`src/rtl/clk_gen_step.sv`:
```
// Board clock generator for the multi-cycle CPU.
// A free-running divide counter feeds a registered, glitch-free CPU clock.
// The CPU clock has four modes: fast tap, slow tap, debounced single-step and hold.
// It also produces a rising-edge tick and a count of CPU clock cycles.
module clk_gen_step #(
    parameter int WIDTH     = 32,
    parameter int FAST_BIT  = 1,
    parameter int SLOW_BIT  = 24,
    parameter int DB_CYCLES = 1000000,
    parameter int STEP_HI   = 4,
    parameter int CNT_W     = 32
) (
    input  logic             clk,
    input  logic             rst,
    input  logic [1:0]       mode,
    input  logic             step_btn,
    output logic [WIDTH-1:0] clkdiv,
    output logic             Clk_CPU,
    output logic             cpu_tick,
    output logic [CNT_W-1:0] cpu_cycles,
    output logic [1:0]       mode_act
);

    localparam int DB_W = $clog2(DB_CYCLES + 1);
    localparam int SW   = $clog2(STEP_HI + 1);

    typedef enum logic [1:0] {
        MODE_FAST = 2'b00,
        MODE_SLOW = 2'b01,
        MODE_STEP = 2'b10,
        MODE_HOLD = 2'b11
    } mode_e;

    logic [WIDTH-1:0] clkdiv_q, clkdiv_d;
    logic             clkCpu_q, clkCpu_d;
    logic             clkCpuPrev_q;
    logic [CNT_W-1:0] cpuCycles_q, cpuCycles_d;
    mode_e            modeAct_q, modeAct_d;
    logic             sync1_q, sync2_q;
    logic             db_q, db_d;
    logic [DB_W-1:0]  dbCnt_q, dbCnt_d;
    logic [SW-1:0]    stepCnt_q, stepCnt_d;
    logic             dbRise;

    // Next-state logic: divider, deferred mode load, debounce, step pulse and CPU clock select
    always_comb begin
        clkdiv_d    = clkdiv_q + WIDTH'(1);
        modeAct_d   = modeAct_q;
        db_d        = db_q;
        dbCnt_d     = dbCnt_q;
        dbRise      = 1'b0;
        stepCnt_d   = stepCnt_q;
        clkCpu_d    = 1'b0;
        cpuCycles_d = cpuCycles_q;

        if (!clkCpu_q) begin
            modeAct_d = mode_e'(mode);
        end

        if (sync2_q == db_q) begin
            dbCnt_d = '0;
        end else if (dbCnt_q == DB_W'(DB_CYCLES - 1)) begin
            db_d    = sync2_q;
            dbCnt_d = '0;
            dbRise  = sync2_q;
        end else begin
            dbCnt_d = dbCnt_q + DB_W'(1);
        end

        if (stepCnt_q != '0) begin
            stepCnt_d = stepCnt_q - SW'(1);
        end else if (dbRise && (modeAct_q == MODE_STEP)) begin
            stepCnt_d = SW'(STEP_HI);
        end

        case (modeAct_q)
            MODE_FAST: clkCpu_d = clkdiv_q[FAST_BIT];
            MODE_SLOW: clkCpu_d = clkdiv_q[SLOW_BIT];
            MODE_STEP: clkCpu_d = (stepCnt_q != '0);
            MODE_HOLD: clkCpu_d = 1'b0;
            default:   clkCpu_d = 1'b0;
        endcase

        if (clkCpu_d && !clkCpu_q) begin
            cpuCycles_d = cpuCycles_q + CNT_W'(1);
        end
    end

    // State registers with synchronous reset; reset also aborts any step pulse in flight
    always_ff @(posedge clk) begin
        if (rst) begin
            clkdiv_q     <= '0;
            clkCpu_q     <= 1'b0;
            clkCpuPrev_q <= 1'b0;
            cpuCycles_q  <= '0;
            modeAct_q    <= MODE_FAST;
            sync1_q      <= 1'b0;
            sync2_q      <= 1'b0;
            db_q         <= 1'b0;
            dbCnt_q      <= '0;
            stepCnt_q    <= '0;
        end else begin
            clkdiv_q     <= clkdiv_d;
            clkCpu_q     <= clkCpu_d;
            clkCpuPrev_q <= clkCpu_q;
            cpuCycles_q  <= cpuCycles_d;
            modeAct_q    <= modeAct_d;
            sync1_q      <= step_btn;
            sync2_q      <= sync1_q;
            db_q         <= db_d;
            dbCnt_q      <= dbCnt_d;
            stepCnt_q    <= stepCnt_d;
        end
    end

    assign clkdiv     = clkdiv_q;
    assign Clk_CPU    = clkCpu_q;
    assign cpu_tick   = clkCpu_q & ~clkCpuPrev_q;
    assign cpu_cycles = cpuCycles_q;
    assign mode_act   = modeAct_q;

endmodule
```
`config.mk`:
```
export PLATFORM = sky130hd
export DESIGN_NAME = clk_gen_step
export DESIGN_NICKNAME = d
export VERILOG_FILES = /design/src/rtl/clk_gen_step.sv
export SDC_FILE = /design/constraint.sdc
export NUM_CORES = 1
export LEC_CHECK = 0
export CAP_MARGIN = 20
export CORE_MARGIN = 1.5
export CORE_UTILIZATION = 45
export DETAILED_ROUTE_END_ITERATION = 7
export GPL_ROUTABILITY_DRIVEN = 1
export GPL_TIMING_DRIVEN = 0
export HOLD_SLACK_MARGIN = 0.1
export PLACE_DENSITY_LB_ADDON = 0.25
export SKIP_CTS_REPAIR_TIMING = 1
export SLEW_MARGIN = 10
export SYNTH_ARGS = -nofsm -noshare
export SYNTH_HDL_FRONTEND = slang
export SYNTH_SLANG_ARGS = --single-unit
```
`constraint.sdc`:
```
create_clock -name clk -period 5.3 [get_ports clk]
set_input_delay 0.795 -clock clk [delete_from_list [all_inputs] [get_ports clk]]
set_output_delay 0.795 -clock clk [all_outputs]
set_load 0.05 [all_outputs]
```
==> results.toml <==
[worst_setup_path]
critPathLaunch = "Clk_CPU$_SDFF_PP0_"
crit_arrival_ps = 2110
reg2regPathDepth = 6
crit_path_end_kind = "primary output"
crit_end = "cpu_tick"
crit_fanout = 7
crit_type = "reg2out"
crit_path_cell_trace = "clkbuf_1, nor2b_1, clkdlybuf4s50_1"
reg2reg_from = "mode_act[0]$_SDFFE_PP0N_"
timing.rr.end = "cpu_cycles[1]$_SDFFE_PP0P_"
slowest_delay_ps = 830
startpoint_type = "flop"
ff2ff_setup_slack_ps = 2710
slowest_stage = "clkdlybuf4s50_1"
critPathRequiredTime_ps = 4510

[timing]
relSlewSlack = 0.462
period_share = 0.549
finalHoldViolations = 0
fin_tns_setup_ps = 0
rsz0062_at_grt = "no"
clock_skew_ps = 12.1
whs_ps = 443
setup_viol = 0
min_period_ps = 2910
worst-slew-pin-transition_ps = 807
drv_slew = 0
fmax_mhz = 344

[status]
outcome = "complete, no violations"

[floorplanning]
die_h_um = 102
core_um2 = 9370
fp.dieW_um = 102
dieArea_um2 = 10400
core.rowCount = 35
start_util = 0.471
io_pins = 73

[power]
pwr-share-comb = 0.053
p_per_area_nw_per_um2 = 231
switching_share = 0.233
seqPwrFrac = 0.567
p_clk_frac = 0.380
vdd_drop_max_uv = 139
p_leak_nw = 1.73
switching_power_w = 0.000295
internal_power_w = 0.000974
p_total_w = 0.00127

[synth]
synth-seq-cells = 94
synth_top_family_by_area = "simple AND/OR/NAND/NOR gates"
synth_edf_count = 0
syn_area_um2 = 4420
yosys.area_share.simple = 0.318
synth_compound_area_frac = 0.112
ys.flop_type = "dfxtp_1"
ys_warn_count = 0
synth_cell_types = 39
synthMuxAreaShare = 0.0476
syn_inst = 516
ys_seq_area_frac = 0.426
synth.net_count = 524
synthAdderAreaFrac = 0.00850
async_reset_ff_frac = 0
synth_xor_xnor_area_share = 0.0535
synth_area_per_cell_um2 = 8.56

[route]
ant_nets = 0
routed_wl_um = 11100
routedWlPerCell_um = 15.2
vias = 4160
drc = 0
drt_first_iter_violations = 170
routed_via_density = 5.68
drt-pass1-iter-count = 5

[cts]
clkTransAtPathRegs_ps = 80
clk-insertion-delay-late_ps = 360
htreeDepth = 3
clock_path_buffers = 2
numCtsBuffers = 9
clockRootBuffer = "clkbuf_8"
clock_sinks = 94
tritoncts = "done"

[cells_and_area]
fillCellCount = 903
drive_above_1_share = 0.0680
multiInputGateArea_um2 = 2380
area_growth_syn_to_layout_pct = 24.3
n_antenna_cell = 0
final_common_cell = "dfxtp_1"
fin_util = 0.586
mostFrequentLayoutCells = "94 x dfxtp_1, 71 x clkdlybuf4s50_1, 53 x nor2_1"
final_nets = 606
regArea_um2 = 1880

[job]
max_cap_violations = 0

[global_route]
grt_max_degree = 15
grt_usage = 0.213
grt_pass1_wl_um = 17800
antenna_found_initial = 0
grt_pass1_vias = 3825
grt_overflow = 0

[placed_design]
post-dp-hpwl_um = 7990
routabilityCongestion = 0.871
port_buffers = 71

[min_path]
hold_class = "reg2reg"
holdPathStages = 1
==> worst min-delay path by stage <==
stage / start / to / slack, ps
global placement: dbCnt_q[0]$_SDFF_PP0_ / dbCnt_q[0]$_SDFF_PP0_ / 420
CTS: dbCnt_q[0]$_SDFF_PP0_ / dbCnt_q[0]$_SDFF_PP0_ / 450
detailed placement: dbCnt_q[0]$_SDFF_PP0_ / dbCnt_q[0]$_SDFF_PP0_ / 440
floorplan: dbCnt_q[0]$_SDFF_PP0_ / dbCnt_q[0]$_SDFF_PP0_ / 410
global route: dbCnt_q[0]$_SDFF_PP0_ / dbCnt_q[0]$_SDFF_PP0_ / 490
finish: dbCnt_q[0]$_SDFF_PP0_ / dbCnt_q[0]$_SDFF_PP0_ / 440
==> worst max-delay path: cells and delay by family (launching register included) <==
family                 cells  cell delay, ps
and+or+nand+nor            1             250
DFF                        1             380
buffers and inverters      2            1130
==> final cells by class <==
type                    count  area share
clock inverters             4     0.00821
multi-input cells         383       0.434
inverters                   8     0.00547
flip-flops and latches     94       0.343
well taps                 129      0.0294
repair buffers             71       0.129
clock buffers              12      0.0283
plain buffers              31      0.0221
==> metrics by stage <==
| step | cell area, um2 | setup WS (ps) | cells |
|---|---|---|---|
| final | 5490 | 2390 | 732 |
| after global routing | 5490 | 2330 | 732 |
| after CTS | 5490 | 2380 | 732 |
| after detailed placement | 5290 | 2340 | 716 |
| after global placement | 5290 | 2450 | 716 |
| after floorplan | 4420 | 2860 | 516 |
==> per-layer routing <==
layer | vias to the layer above | wire [um] | share of wire | GRT usage
met5 | - | 0 | 0 | 0
met4 | 0 | 109 | 0.0098 | 0.0506
met3 | 9 | 577 | 0.052 | 0.0479
met2 | 113 | 5380 | 0.48 | 0.354
met1 | 1975 | 5030 | 0.45 | 0.281
li1 | 2063 | - | - | -
==> registers in the layout (all words and copies together) (netlist names) <==
name / count
Clk_CPU: 1
clkCpuPrev_q: 1
sync1_q: 1
cpu_cycles: 32
sync2_q: 1
db_q: 1
dbCnt_q: 20
stepCnt_q: 3
mode_act: 2
clkdiv: 32
==> cell usage after synthesis, drive strengths merged (2+ instances only) <==
library cell  number  share of area
a21oi             42          0.048
and2               6         0.0088
and3               9          0.013
and4              11          0.022
buf                7         0.0071
clkbuf            24          0.020
dfxtp             94           0.43
ha                 3         0.0085
inv                8         0.0068
mux2              16          0.041
mux2i              3         0.0068
nand2             30          0.025
nand3             27          0.031
nand4             25          0.035
nor2              53          0.045
nor2b             18          0.025
nor3               5         0.0057
nor4              12          0.017
nor4bb             2         0.0045
o21ai             16          0.018
o31ai             25          0.042
or3               15          0.022
or4               30          0.052
xnor2              6          0.012
xor2              21          0.042
==> power by group through the flow <==
stage	Combinational [W]	Clock, W	Sequential [W]
2_1_floorplan	0.0000290	0	0.000748
3_3_place_gp	0.0000662	0	0.000736
3_5_place_dp	0.0000669	0	0.000737
4_1_cts	0.0000671	0.000493	0.000720
5_1_grt	0.0000717	0.000515	0.000721
6_report	0.0000667	0.000483	0.000720
==> cell families after synthesis <==
family	Yosys count
adder cells (fa/ha/maj)	3
AO/OA/AOI/OAI	85
AND/OR/NAND/NOR	249
flip-flops	94
XOR/XNOR	27
buffers and inverters	39
multiplexers	19
Power figures use the tool's default switching activity.
